<file path="src/rtl/delay_commutator_pkg.sv">
// Shared definitions for the four-lane delay commutator.
package delay_commutator_pkg;

  localparam int NUM_LANES = 4;

  typedef logic [1:0] lane_idx_t;
  typedef logic [1:0] phase_t;

  function automatic int phase_width(input int d);
    return $clog2(4 * d);
  endfunction

endpackage

</file>
<file path="src/rtl/en_delay_line.sv">
// Shift-enabled register chain of DEPTH stages; DEPTH=0 is a plain wire.
module en_delay_line #(
  parameter int P_WIDTH = 64,
  parameter int DEPTH   = 1
) (
  input  logic               clk,
  input  logic               rst_n,
  input  logic               en,
  input  logic [P_WIDTH-1:0] din,
  output logic [P_WIDTH-1:0] dout
);

  generate
    if (DEPTH == 0) begin : g_wire
      logic unused_ok;
      assign unused_ok = &{1'b0, clk, rst_n, en};
      assign dout = din;
    end else begin : g_chain
      logic [P_WIDTH-1:0] stage [DEPTH];

      always_ff @(posedge clk or negedge rst_n) begin
        if (!rst_n) begin
          for (int k = 0; k < DEPTH; k++) stage[k] <= '0;
        end else if (en) begin
          stage[0] <= din;
          for (int k = 1; k < DEPTH; k++) stage[k] <= stage[k-1];
        end
      end

      assign dout = stage[DEPTH-1];
    end
  endgenerate

endmodule

</file>
<file path="src/rtl/delay_commutator.sv">
// Four-lane delay commutator: swaps D-sample groups between lanes over each 4*D block.
module delay_commutator
  import delay_commutator_pkg::*;
#(
  parameter int P_WIDTH = 64,
  parameter int D       = 4
) (
  input  logic               clk,
  input  logic               rst_n,
  input  logic               in_valid,
  input  logic               in_first,
  input  logic [P_WIDTH-1:0] in_d0,
  input  logic [P_WIDTH-1:0] in_d1,
  input  logic [P_WIDTH-1:0] in_d2,
  input  logic [P_WIDTH-1:0] in_d3,
  output logic               out_valid,
  output logic [P_WIDTH-1:0] out_d0,
  output logic [P_WIDTH-1:0] out_d1,
  output logic [P_WIDTH-1:0] out_d2,
  output logic [P_WIDTH-1:0] out_d3
);

  localparam int CW = phase_width(D);
  localparam int FW = $clog2(3 * D + 1);
  localparam logic [FW-1:0] FILL_MAX = FW'(3 * D);

  logic [CW-1:0] cnt;
  logic [CW-1:0] cnt_now;
  phase_t        s;
  logic [FW-1:0] fill;
  logic          primed;

  logic [P_WIDTH-1:0] pre_in   [NUM_LANES];
  logic [P_WIDTH-1:0] pre_out  [NUM_LANES];
  logic [P_WIDTH-1:0] sw       [NUM_LANES];
  logic [P_WIDTH-1:0] post_out [NUM_LANES];

  // in_first forces phase 0 in the same cycle it is seen
  assign cnt_now = (in_valid && in_first) ? '0 : cnt;
  assign s       = cnt_now[CW-1 -: 2];
  assign primed  = (fill == FILL_MAX);

  assign pre_in[0] = in_d0;
  assign pre_in[1] = in_d1;
  assign pre_in[2] = in_d2;
  assign pre_in[3] = in_d3;

  genvar gi;
  generate
    for (gi = 0; gi < NUM_LANES; gi++) begin : g_lane
      en_delay_line #(.P_WIDTH(P_WIDTH), .DEPTH(gi * D)) u_pre (
        .clk  (clk),
        .rst_n(rst_n),
        .en   (in_valid),
        .din  (pre_in[gi]),
        .dout (pre_out[gi])
      );

      en_delay_line #(.P_WIDTH(P_WIDTH), .DEPTH((3 - gi) * D)) u_post (
        .clk  (clk),
        .rst_n(rst_n),
        .en   (in_valid),
        .din  (sw[gi]),
        .dout (post_out[gi])
      );
    end
  endgenerate

  always_comb begin
    for (int j = 0; j < NUM_LANES; j++) begin
      sw[j] = pre_out[lane_idx_t'(s - lane_idx_t'(j))];
    end
  end

  always_ff @(posedge clk or negedge rst_n) begin
    if (!rst_n) begin
      cnt       <= '0;
      fill      <= '0;
      out_valid <= 1'b0;
      out_d0    <= '0;
      out_d1    <= '0;
      out_d2    <= '0;
      out_d3    <= '0;
    end else begin
      out_valid <= in_valid && primed;
      if (in_valid) begin
        cnt    <= cnt_now + CW'(1);
        out_d0 <= post_out[0];
        out_d1 <= post_out[1];
        out_d2 <= post_out[2];
        out_d3 <= post_out[3];
        if (!primed) fill <= fill + FW'(1);
      end
    end
  end

endmodule
</file>
<file path="config.mk">
export PLATFORM = sky130hd
export DESIGN_NAME = delay_commutator
export DESIGN_NICKNAME = d
export VERILOG_FILES = /design/src/rtl/delay_commutator_pkg.sv /design/src/rtl/en_delay_line.sv /design/src/rtl/delay_commutator.sv
export SDC_FILE = /design/constraint.sdc
export NUM_CORES = 2
export LEC_CHECK = 0
export BUFFER_PORTS_ARGS = -buffer_cell sky130_fd_sc_hd__buf_4
export CORE_MARGIN = 2
export CORE_UTILIZATION = 46
export DETAILED_ROUTE_END_ITERATION = 12
export PLACE_DENSITY = 0.66
export SLEW_MARGIN = 10
export SYNTH_ARGS = -nofsm -noshare
export SYNTH_HDL_FRONTEND = slang
export SYNTH_HIERARCHICAL = 1
export SYNTH_SLANG_ARGS = --single-unit
</file>
<file path="constraint.sdc">
create_clock -name clk -period 3.7 [get_ports clk]
set_clock_uncertainty 0.1 [all_clocks]
set_input_delay 0.185 -clock clk [delete_from_list [all_inputs] [get_ports clk]]
set_output_delay 0.185 -clock clk [all_outputs]
set_load 0.05 [all_outputs]
</file>
==> impl_metrics.tcl <==
set metrics [dict create \
    status "complete, no violations" \
    hold_start "in_d3[15]" \
    yosysUniqueCellTypes 30 \
    critPathCaptureType "flop" \
    globalRouteOverflowTotal 0 \
    dieArea_mm2 0.3027 \
    antenna_found_initial 128 \
    synth_seq_area_share_pct 60.85 \
    pre_cts_slack_ns 1.105 \
    clockBufferDepth 4 \
    synth-seq-cells 3337 \
    synth-compound-area-share_pct 4.014 \
    syn_inst 9030 \
    hp-class "in2reg" \
    synth.cell_area_mm2 0.1372 \
    finalCriticalPeriod_ns 3.222 \
    fmaxAchievable_ghz 0.3104 \
    fin_area_mm2 0.1554 \
    hold_violations 0 \
    clk_pin_slew_worst_paths_ns 0.06 \
    synthTopCellsByArea "dfrtp_1 (61%), mux2_2 (27%), buf_4 (3.5%), o221a_2 (2.1%), buf_6 (1.3%)" \
    avgViaCountPerCell 5.329 \
    leakage_nw 67.08 \
    critPathArrivalTime_ns 3.91 \
    fin_crit_sh_pct 87.07 \
    area_growth_pct 13.26 \
    clkPwrFrac_pct 27.4 \
    io_pins 517 \
    drive_gt1_share_pct 49.79 \
    worst_slew_pin_slew_ns 1.162 \
    p_per_area_mw_per_mm2 832.8 \
    power_frac_seq_pct 47.1 \
    port_buffers 516 \
    required_ns 4.39 \
    routed_wl_mm 305.8 \
    drv_slew 0 \
    synth_top_family_by_area "multiplexers" \
    dr.pass1.iters 7 \
    p_int_mw 89.29 \
    r2r_slack_ns 0.48 \
    relSlewSlack_pct 22.55 \
    post_dp_cell_area_mm2 0.1399 \
    postCtsSetupRepairBufs 0 \
    tns_ns 0 \
    clkSinkCount 3337 \
    rr_worst_depth 6 \
    drc 0 \
    setup_viol 0 \
    ir_drop_uv 427.1 \
    worstReg2RegEnd "g_lane[0].u_post/g_chain.stage[705]" \
    yosysTopAreaCellShare_pct 60.85 \
    core_area_mm2 0.2968 \
    min_to "g_lane[3].u_pre/g_chain.stage[719]" \
    cts_hold_buf 361 \
    hold_depth 3 \
    wire_per_inst_um 22.46 \
    max_cap_violations 0 \
    ys.warnings.count 6 \
    rr_startpoint "cnt[3]" \
    cts-root-buf "clkbuf_16" \
    synthXorXnorAreaFrac_pct 0.006382 \
    p_switching_mw 40.15 \
    grt_start_max_net_pins 181 \
    synth_area_per_cell_um2 15.20 \
    die_h_um 550.2 \
    dp_hpwl_mm 213.0 \
    setup_ws_ns 0.4784 \
    numCtsBuffers 354 \
    crit_fanout 106 \
    clk_latency_ns 0.93 \
    h-tree-depth 5 \
    num_vias 72550 \
    rsz0062_at_grt "false" \
    post_cts_resize_count 0 \
    layout.nets 9621 \
    drt_iter0_drc 5081 \
    grt_pass1_vias 73990 \
    synth_top_area_cell "dfrtp_1" \
    fp.dieW_um 550.2 \
    crit_type "reg2reg" \
    synth_fa_ha_area_share_pct 0.02735 \
    synthSimpleGateAreaFrac_pct 2.016 \
    power_mw 129.4 \
    synth_mux_area_share_pct 27.33 \
    synth_nets 9293 \
    grt_pass1_wl_mm 473.6 \
    cp-start-kind "flop" \
    swShare_pct 31.02 \
    globalRouteTotalUtil_pct 20.29 \
    cts_tree "done" \
    gp_congestion 0.8209 \
    rows 200 \
    start_util_pct 46.24 \
    combinationalPowerShare_pct 25.5 \
    ant_nets 0 \
]
Yosys cell counts:
master	count
clkbuf_2	10
nand2_4	1
a21oi_1	261
dfrtp_1	3337
clkbuf_1	75
and4_1	1
nor3_1	1
nand3_1	1
clkbuf_8	16
buf_4	642
a21boi_2	1
buf_2	145
mux2_2	3331
nand4_1	1
o221a_1	2
and3_1	1
a22o_1	2
and2_1	2
nor2b_1	158
and2b_1	100
xnor2_1	1
ha_1	3
buf_1	7
nand2_1	2
nor2_1	257
o21ai_1	1
o221a_2	254
inv_1	3
o21ai_0	257
buf_6	157
power by group through the flow:
| stage | sequential, mW | combinational, mW | clock (mW) |
|---|---|---|---|
| 3_3_place_gp | 61.1 | 31.7 | 0 |
| 5_1_grt | 63.0 | 35.7 | 38.1 |
| 2_1_floorplan | 61.7 | 23.4 | 0 |
| 4_1_cts | 61.1 | 33.5 | 36.5 |
| 6_report | 60.9 | 33.1 | 35.5 |
| 3_5_place_dp | 61.7 | 32.9 | 0 |
worst max-delay path by stage:
stage | start | end | slack, ns | cells past startpoint
after floorplan | cnt[2] | out_d3[30] | 1.90 | 8
after global placement | cnt[2] | g_lane[0].u_post/g_chain.stage[734] | 1.21 | 4
after detailed placement | cnt[2] | g_lane[0].u_post/g_chain.stage[729] | 1.11 | 4
after CTS | cnt[3] | g_lane[0].u_post/g_chain.stage[766] | 0.57 | 6
after global routing | cnt[3] | g_lane[0].u_post/g_chain.stage[705] | 0.44 | 6
final | cnt[3] | g_lane[0].u_post/g_chain.stage[705] | 0.48 | 6
through the flow:
stage / util, % / hold WS, ns / std cells
2_1_floorplan: - / -0.2106 / 9030
3_3_place_gp: 47.14 / 0.01568 / 12580
3_5_place_dp: 47.14 / 0.01884 / 12580
4_1_cts: 52.34 / 0.001254 / 13580
5_1_grt: 52.36 / 0.0007568 / 13590
6_report: 52.38 / 0.03247 / 13610
cell type report:
cell class | instances | area (um2)
Tap cell | 3939 | 4928
Sequential cell | 3337 | 83510
Clock inverter | 104 | 1381
Multi-Input combinational cell | 4638 | 45850
Fill cell | 24550 | 141300
Timing Repair Buffer | 1024 | 9216
Inverter | 3 | 11.26
Clock buffer | 532 | 10450
Antenna cell | 37 | 92.59
flip-flops by register name, indices dropped and copies added, names as in the netlist:
| signal | cells |
|---|---|
| fill | 4 |
| out_d2 | 64 |
| out_d1 | 64 |
| out_valid | 1 |
| g_lane.u_post/g_chain.stage | 1344 |
| out_d0 | 64 |
| cnt | 4 |
| g_lane.u_post/dout | 192 |
| g_lane.u_pre/dout | 192 |
| out_d3 | 64 |
| g_lane.u_pre/g_chain.stage | 1344 |
routing by layer:
metal | global-route usage [%] | vias up | part of all wire (%) | wire, um
met2 | 31.11 | 1501 | 45 | 138300
met1 | 28.77 | 37850 | 45 | 139000
met4 | 5.360 | 72 | 2.8 | 8523
met3 | 5.113 | 562 | 6.4 | 19560
met5 | 0 | - | 0.15 | 471
li1 | - | 32560 | - | -
critical path: stages, from the launching register on:
cell and delay [ns]:
dfrtp_4 0.96, buf_12 0.41, nor2b_1 0.25, a21oi_1 0.09
o221a_2 0.26, mux2_2 0.25, dlygate4sd3_1 0.55
logic make-up after synthesis:
group	count (synthesis)
AOI/OAI and AO/OA	778
adders and majority gates	3
buffers and inverters	1055
muxes	3331
and+or+nand+nor	525
xor gates and xnor gates	1
DFF	3337
placed cells by master (no fill, tap or decap), drive strengths merged:
cell type / instances
inv: 16
and2b: 100
clkinvlp: 6
buf: 664
ha: 3
a21boi: 1
clkbuf: 532
clkinv: 67
bufinv: 18
dlygate4sd3: 360
a21oi: 261
nor3: 1
nor2: 257
nor2b: 158
mux2: 3331
o221a: 256
dfrtp: 3337
diode: 37
a22o: 2
xnor2: 1
and2: 2
and3: 1
nand2: 3
and4: 1
nand3: 1
o21ai: 258
nand4: 1
Power figures use the tool's default switching activity.
